### src/rtl/seq_det_pkg.sv
// Shared types and defaults for the sequence-detector scheduler.
package seq_det_pkg;

  localparam int unsigned DefWordW = 8;
  localparam int unsigned DefTotW  = 16;

  typedef enum logic [1:0] {
    StIdle,
    StClear,
    StShift,
    StDone
  } state_e;

endpackage

### src/rtl/seq_sat_counter.sv
// Up-counter that holds at all-ones instead of wrapping; synchronous clear.
module seq_sat_counter #(
  parameter int unsigned Width = 16
) (
  input  logic             clk_i,
  input  logic             rst_i,
  input  logic             inc_i,
  input  logic             clr_i,
  output logic [Width-1:0] count_o
);

  logic [Width-1:0] count_q, count_d;

  always_comb begin
    count_d = count_q;
    if (clr_i) begin
      count_d = '0;
    end else if (inc_i && (count_q != {Width{1'b1}})) begin
      count_d = count_q + Width'(1);
    end
  end

  always_ff @(posedge clk_i or posedge rst_i) begin
    if (rst_i) begin
      count_q <= '0;
    end else begin
      count_q <= count_d;
    end
  end

  assign count_o = count_q;

endmodule

### src/rtl/seq_det_scheduler.sv
// Serialises words MSB-first into a sequence detector and collects per-word hit
// counts, hit-position maps and a saturating running total.
module seq_det_scheduler
  import seq_det_pkg::*;
#(
  parameter int unsigned WORD_W = DefWordW,
  parameter int unsigned TOT_W  = DefTotW,
  localparam int unsigned CNT_W = $clog2(WORD_W + 1)
) (
  input  logic              clk,
  input  logic              rst,
  input  logic              in_valid,
  input  logic [WORD_W-1:0] in_data,
  output logic              in_ready,
  input  logic              clear_between,
  input  logic              abort,
  output logic              det_x,
  output logic              det_rst,
  input  logic              det_y,
  output logic              out_valid,
  input  logic              out_ready,
  output logic [CNT_W-1:0]  out_count,
  output logic [WORD_W-1:0] out_map,
  output logic [TOT_W-1:0]  total_hits
);

  localparam int unsigned IdxW = $clog2(WORD_W);

  state_e            state_q, state_d;
  logic [WORD_W-1:0] data_q, data_d;
  logic [IdxW-1:0]   idx_q, idx_d;
  logic [CNT_W-1:0]  acc_cnt_q, acc_cnt_d, cnt_q, cnt_d;
  logic [WORD_W-1:0] acc_map_q, acc_map_d, map_q, map_d;
  logic              in_ready_c, det_rst_c, hit;

  // Working accumulators are separate from the published result so that
  // out_count/out_map stay put while the next word is being shifted.
  always_comb begin
    state_d    = state_q;
    data_d     = data_q;
    idx_d      = idx_q;
    acc_cnt_d  = acc_cnt_q;
    acc_map_d  = acc_map_q;
    cnt_d      = cnt_q;
    map_d      = map_q;
    in_ready_c = 1'b0;
    det_rst_c  = 1'b0;
    det_x      = 1'b0;
    out_valid  = 1'b0;
    hit        = 1'b0;
    unique case (state_q)
      StIdle: begin
        in_ready_c = 1'b1;
        if (in_valid) begin
          data_d    = in_data;
          idx_d     = IdxW'(WORD_W - 1);
          acc_cnt_d = '0;
          acc_map_d = '0;
          state_d   = clear_between ? StClear : StShift;
        end
      end
      StClear: begin
        det_rst_c = 1'b1;
        state_d   = abort ? StIdle : StShift;
      end
      StShift: begin
        det_x = data_q[idx_q];
        if (abort) begin
          det_rst_c = 1'b1;
          state_d   = StIdle;
        end else begin
          hit = det_y;
          if (det_y) begin
            acc_cnt_d        = acc_cnt_q + CNT_W'(1);
            acc_map_d[idx_q] = 1'b1;
          end
          if (idx_q == '0) begin
            state_d = StDone;
            cnt_d   = acc_cnt_d;
            map_d   = acc_map_d;
          end else begin
            idx_d = idx_q - IdxW'(1);
          end
        end
      end
      StDone: begin
        out_valid = 1'b1;
        if (out_ready) begin
          state_d = StIdle;
        end
      end
      default: state_d = StIdle;
    endcase
  end

  always_ff @(posedge clk or posedge rst) begin
    if (rst) begin
      state_q   <= StIdle;
      data_q    <= '0;
      idx_q     <= '0;
      acc_cnt_q <= '0;
      acc_map_q <= '0;
      cnt_q     <= '0;
      map_q     <= '0;
    end else begin
      state_q   <= state_d;
      data_q    <= data_d;
      idx_q     <= idx_d;
      acc_cnt_q <= acc_cnt_d;
      acc_map_q <= acc_map_d;
      cnt_q     <= cnt_d;
      map_q     <= map_d;
    end
  end

  assign in_ready  = in_ready_c & ~rst;
  assign det_rst   = det_rst_c | rst;
  assign out_count = cnt_q;
  assign out_map   = map_q;

  seq_sat_counter #(
    .Width(TOT_W)
  ) u_total (
    .clk_i  (clk),
    .rst_i  (rst),
    .inc_i  (hit),
    .clr_i  (1'b0),
    .count_o(total_hits)
  );

endmodule

### config.mk
export PLATFORM = sky130hd
export DESIGN_NAME = seq_det_scheduler
export DESIGN_NICKNAME = d
export VERILOG_FILES = /design/src/rtl/seq_det_pkg.sv /design/src/rtl/seq_sat_counter.sv /design/src/rtl/seq_det_scheduler.sv
export SDC_FILE = /design/constraint.sdc
export NUM_CORES = 1
export LEC_CHECK = 0
export BUFFER_PORTS_ARGS = -buffer_cell sky130_fd_sc_hd__clkbuf_2
export CAP_MARGIN = 40
export CORE_AREA = 2 2 107 99
export DETAILED_ROUTE_END_ITERATION = 10
export DIE_AREA = 0 0 109 101
export HOLD_SLACK_MARGIN = 0.15
export PLACE_DENSITY = 0.46
export SLEW_MARGIN = 20
export SYNTH_ARGS = -nofsm -noshare
export SYNTH_HDL_FRONTEND = slang
export SYNTH_HIERARCHICAL = 1
export SYNTH_SLANG_ARGS = --single-unit
### constraint.sdc
create_clock -name clk -period 5.95 [get_ports clk]
set_input_delay 1.19 -clock clk [delete_from_list [all_inputs] [get_ports clk]]
set_output_delay 1.19 -clock clk [all_outputs]
set_load 0.03 [all_outputs]
==> results_dict.tcl, run 1 <==
set metrics [dict create \
    critical_path.max_stage_delay_ns 0.41 \
    fin_tns_setup_ns 0 \
    port_buffers 46 \
    die_h_um 101 \
    ys_types 56 \
    cp.required_ns 4.76 \
    cts.path.max_buffers 2 \
    vias 2214 \
    antenna_found_initial 0 \
    vias_per_cell 4.95 \
    startpoint "rst" \
    area_growth_pct 14.0 \
    max_freq_ghz 0.302 \
    root_buffer "clkbuf_8" \
    post_cts_buffers 0 \
    core_area_um2 9940 \
    io_pins 47 \
    powerDensity_nw_per_um2 322 \
    cts.hold.buffers_added 0 \
    slew_headroom_pct 52.6 \
    yosysWarnings 6 \
    setup_violations 0 \
    grt_pass1_vias 2018 \
    arrival_ns 2.13 \
    synthMuxAreaShare_pct 8.54 \
    path_cells "clkbuf_2, inv_1, buf_4, o21ai_0, clkbuf_2" \
    firstDrtPassIters 4 \
    drive_above_1_share_pct 28.3 \
    synthSimpleGateAreaFrac_pct 20.4 \
    cts_buffers 5 \
    htreeDepth 2 \
    dp_slack_ns 2.49 \
    setup_ws_ns 2.63 \
    place_congestion 0.733 \
    grt_max_degree 39 \
    die-area_um2 11000 \
    place_hpwl_mm 4.58 \
    synth_xor_area_share_pct 0.601 \
    synthesis.area_um2 2910 \
    drv_cap 0 \
    grt_usage_pct 12.3 \
    synth_top_family_by_area "simple AND/OR/NAND/NOR gates" \
    cp_max_fo 38 \
    layout.nets 340 \
    initial_core_util_pct 29.3 \
    end_kind "output pin" \
    wl_per_cell_um 14.5 \
    routed_wl_mm 6.48 \
    status "completed" \
    multi_input_area_um2 1450 \
    drv_slew 0 \
    hold_path.class "flop to flop" \
    tightest_slew_ns 0.705 \
    rows 35 \
    irDropWorstVdd_mv 0.182 \
    ys.flop_type "dfrtp_1" \
    cts_tree "built" \
    leakagePower_uw 0.00148 \
    layout_min_cycle_time_ns 3.32 \
    overflow 0 \
    cts_resized 0 \
    synth_compound_gate_area_share_pct 16.1 \
    drc_errors 0 \
    r2r_start "state_q[0]" \
    cts_sinks 53 \
    synthArstFlopShare_pct 100 \
    synthAdderAreaFrac_pct 3.43 \
    fp.dieW_um 109 \
    syn_area_per_cell_um2 10.5 \
    grt_pass1_wl_mm 10.6 \
    crit_type "primary input to output pin" \
    finalCritPeriodShare_pct 55.7 \
    clk_transition_reported_paths_ns 0.11 \
    skew_ns 0.0142 \
    crit_top_cell "clkbuf_2" \
    critPathLaunchType "primary input" \
    fillerInstances 1030 \
    syn-num-nets 301 \
    detail_route.iter0.violations 106 \
    crit_path_top_delay_cell "buf_4" \
    clk_latency_ns 0.32 \
    synth_edf_count 0 \
    antenna_cells 0 \
    synthCells 278 \
    min-delay-start "acc_map_q[7]" \
    yosysSeqAreaShare_pct 45.5 \
    drt.antenna.violating_nets 0 \
    synth-seq-cells 53 \
    seqCellArea_um2 1330 \
    grt_setup_unrepaired "false" \
    final_hold_viol_count 0 \
]
## registers in the layout (all words and copies together), names as in the netlist
register         flops
acc_cnt_q            4
acc_map_q            8
data_q               8
idx_q                3
out_count            4
out_map              8
state_q              2
u_total/count_o     16
## final timing paths
check | slack, ns | endpoint | cells after the start
hold reg to reg | 0.50 | acc_map_q[7] | 1
min in group asynchronous | 0.97 | u_total/count_o[6] | 2
hold / removal | 0.50 | acc_map_q[7] | 1
setup reg to reg | 2.93 | u_total/count_o[13] | 8
max in group asynchronous | 4.55 | u_total/count_o[10] | 2
setup / recovery | 2.63 | det_rst | 5
## layout by cell type (no fill, tap or decap), types with 2 or more instances in the layout
cell type | synthesis | routed
nand3_1 | 7 | 7
nor3b_1 | 2 | 2
o2bb2ai_1 | 8 | 8
clkbuf_2 | 1 | 46
mux2_2 | 12 | 12
clkbuf_8 | 0 | 5
a21oi_1 | 18 | 18
nor3_1 | 5 | 5
nand4_1 | 6 | 6
buf_4 | 2 | 2
ha_1 | 8 | 8
nor2_1 | 22 | 22
o21ai_0 | 6 | 6
inv_6 | 0 | 2
and3_1 | 2 | 2
inv_1 | 12 | 12
nor4_1 | 3 | 3
nor2b_1 | 9 | 9
or3_1 | 6 | 6
mux2i_1 | 8 | 8
o41ai_1 | 2 | 2
a21oi_2 | 8 | 8
o31ai_1 | 5 | 5
a211oi_2 | 2 | 2
or4_1 | 6 | 6
a41oi_1 | 3 | 3
a31oi_1 | 8 | 8
dfrtp_1 | 53 | 53
o2111ai_1 | 2 | 2
nand2_1 | 10 | 10
nand2b_1 | 6 | 6
## power by group
| group | internal [uW] | total (uW) | switching [uW] |
|---|---|---|---|
| sequential | 416 | 476 | 59.5 |
| combinational | 165 | 374 | 209 |
| clock | 86.2 | 219 | 133 |
| total | 668 | 1070 | 401 |
## cell families (layout without fill, tap and decap cells)
family,after synthesis,in the layout
DFF,53,53
AOI/OAI and AO/OA,66,66
xor gates and xnor gates,2,2
other,1,1
muxes,22,22
buffers and inverters,28,68
and+or+nand+nor,98,98
adders and majority gates,8,8
## cell usage after synthesis, drive strengths merged (2+ instances only)
library cell,count,area (um^2)
a211oi,2,25.0
a21oi,26,160
a31oi,8,50.1
a41oi,3,26.3
and3,3,23.8
buf,13,88.8
clkbuf,2,8.75
dfrtp,53,1330
ha,8,100
inv,12,45.0
mux2,13,146
mux2i,8,80.1
nand2,10,37.5
nand2b,7,51.3
nand3,8,45.0
nand4,7,58.8
nor2,22,82.6
nor2b,9,56.3
nor3,5,25.0
nor3b,2,15.0
nor4,3,18.8
nor4bb,2,26.3
o2111ai,2,17.5
o21ai,7,35.0
o2bb2ai,8,70.1
o31ai,5,37.5
o41ai,2,17.5
or3,7,45.1
or4,8,65.1
## layer usage
| layer | vias to the layer above | wire length [um] | global-route usage, % |
|---|---|---|---|
| met2 | 41 | 2810 | 17.7 |
| met3 | 4 | 270 | 2.78 |
| met1 | 1065 | 3340 | 18.3 |
| li1 | 1104 | - | - |
| met5 | - | 0 | 0 |
| met4 | 0 | 64 | 3.55 |
## layout make-up
cell class                 count  area share, %
multi-input combinational    197           43.7
clock inverter                 3          0.753
inverter                      12           1.36
tap                          129           4.86
clock buffer                   5           2.07
sequential                    53           39.9
timing repair buffer          48           7.38
## critical path, delay by kind of cell
family	cells	cell delay [ns]
buf+inv	4	0.76
compound gates	1	0.16
## per-stage QoR
stage	cell area (um^2)	hold slack (ns)	std cells	utilization, %	power (uW)
floorplan	2910	0.457	278	-	783
global placement	3230	0.474	439	32.5	859
detailed placement	3230	0.477	439	32.5	861
CTS	3320	0.507	447	33.4	1090
global route	3320	0.521	447	33.4	1140
finish	3320	0.503	447	33.4	1070
(Power assumes the default switching activity.)
==> run 2, diff against run 1 <==
==> constraint.sdc (replaced) <==
create_clock -name clk -period 3.3 [get_ports clk]
set_input_delay 0.66 -clock clk [delete_from_list [all_inputs] [get_ports clk]]
set_output_delay 0.66 -clock clk [all_outputs]
set_load 0.03 [all_outputs]
==> run 2 against run 1 <==
Against the previous run: largest cell class unchanged; combinational power rose by 80%; sequential cell count did not move; critical path type is now flop to flop; total power rose by 81%; setup slack got worse by 2.1 ns; critical endpoint is now u_total/count_o[13].
==> results_dict.tcl, run 2 (synthesis gave the netlist of run 1 again) <==
set metrics [dict create \
    crit_buf_inv 2 \
    final_hold_viol_count 0 \
    vias_per_cell 4.92 \
    die_h_um 101 \
    critPathTopFamily "simple AND/OR/NAND/NOR gates" \
    grt_pass1_vias 2229 \
    cts.path.max_buffers 2 \
    post_cts_buffers 0 \
    grt_usage_pct 13.0 \
    fillerInstances 1029 \
    antenna_cells 0 \
    antenna_found_initial 0 \
    firstDrtPassIters 4 \
    slew_headroom_pct 50.6 \
    placed_cells 441 \
    tightest_slew_ns 0.734 \
    root_buffer "clkbuf_8" \
    drv_cap 0 \
    grt_pass1_wl_mm 11.3 \
    instances_no_fill 449 \
    seqCellArea_um2 1330 \
    arrival_ns 2.96 \
    layout_min_cycle_time_ns 2.73 \
    wl_per_cell_um 14.6 \
    place_congestion 0.735 \
    port_buffers 46 \
    skew_ns 0.0173 \
    grt_max_degree 38 \
    fin_tns_setup_ns 0 \
    io_pins 47 \
    max_freq_ghz 0.367 \
    status "completed" \
    routed_wl_mm 6.56 \
    rows 35 \
    grt_setup_unrepaired "false" \
    cp_max_fo 14 \
    cts_buffers 5 \
    place_hpwl_mm 4.72 \
    drv_slew 0 \
    fp.dieW_um 109 \
    crit_type "flop to flop" \
    drive_above_1_share_pct 28.7 \
    detail_route.iter0.violations 82 \
    powerDensity_nw_per_um2 579 \
    drt.antenna.violating_nets 0 \
    cts_sinks 53 \
    crit_path_top_delay_cell "or4_4" \
    largest_register_ffs 16 \
    finalCritPeriodShare_pct 82.7 \
    clk_latency_ns 0.32 \
    cts.hold.buffers_added 0 \
    htreeDepth 2 \
    irDropWorstVdd_mv 0.260 \
    leakagePower_uw 0.00149 \
    overflow 0 \
    vias 2211 \
    cts_resized 0 \
    mostFrequentLayoutCell "dfrtp_1" \
    multi_input_area_um2 1450 \
    critical_path.max_stage_delay_ns 0.49 \
    hold_path.class "primary input to async pin" \
    mostFrequentLayoutCells "dfrtp_1, clkbuf_2, nor2_1" \
    drc_errors 0 \
    cts_tree "built" \
    core_area_um2 9940 \
    cp.required_ns 3.54 \
    critPathLaunchType "flop" \
    path_cells "inv_1, ha_1, nand2b_1, nor2_1, buf_4, nand3_1, or4_4, or4_1, a21oi_1" \
    die-area_um2 11000 \
    initial_core_util_pct 29.3 \
    end_kind "flop" \
    layout.nets 342 \
    area_growth_pct 14.6 \
    clk_transition_reported_paths_ns 0.11 \
    setup_violations 0 \
]
==> run 2: cell count changes in the layout (fill, tap and decap cells not counted), sizes merged <==
cell / previous run / this run
inv: 14 / 13
buf: 2 / 4
clkinvlp: 1 / 2
==> run 2: through the flow <==
stage | cell area [um^2] | total power (uW) | setup slack [ns] | util [%] | hold WS [ns]
global route | 3340 | 2080 | 0.310 | 33.6 | 0.490
floorplan | 2910 | 1410 | 0.539 | - | 0.457
CTS | 3340 | 1970 | 0.548 | 33.6 | 0.469
detailed placement | 3240 | 1560 | 0.596 | 32.6 | 0.475
finish | 3340 | 1930 | 0.572 | 33.6 | 0.438
global placement | 3240 | 1550 | 0.678 | 32.6 | 0.472
==> run 2: path summary, 6_finish.rpt <==
kind,start,to,cells past startpoint,slack (ns)
setup / recovery,state_q[0],u_total/count_o[13],9,0.57
hold / removal,rst,u_total/count_o[0],2,0.44
setup reg to reg,state_q[0],u_total/count_o[13],9,0.57
hold reg to reg,acc_map_q[3],acc_map_q[3],1,0.50
max in group asynchronous,rst,u_total/count_o[11],2,2.43
min in group clk,acc_map_q[3],acc_map_q[3],1,0.50
==> run 2: routing by layer <==
layer	vias to the layer above	GRT usage [%]	routed length, um
met4	0	3.55	77
li1	1115	-	-
met5	-	0	0
met3	5	2.91	219
met1	1056	18.4	3350
met2	35	19.9	2920
==> run 2: where the power goes <==
part	internal, uW	switching [uW]
clock	155	245
combinational	301	371
sequential	751	110
total	1210	726
==> run 2: area by class of cell <==
cell class              instances  area share [%]
flip-flops and latches         53            39.7
clock buffers                   5            2.06
clock inverters                 3           0.787
repair buffers                 50            7.79
inverters                      12            1.35
well taps                     129            4.83
multi-input cells             197            43.5
==> run 2: worst reg2reg max path: cells and delay by family (launching register included) <==
kind	cells	cell delay (ns)
and+or+nand+nor	5	1.44
DFF	1	0.43
adders and majority gates	1	0.38
buffers and inverters	2	0.25
AOI/OAI and AO/OA	1	0.15
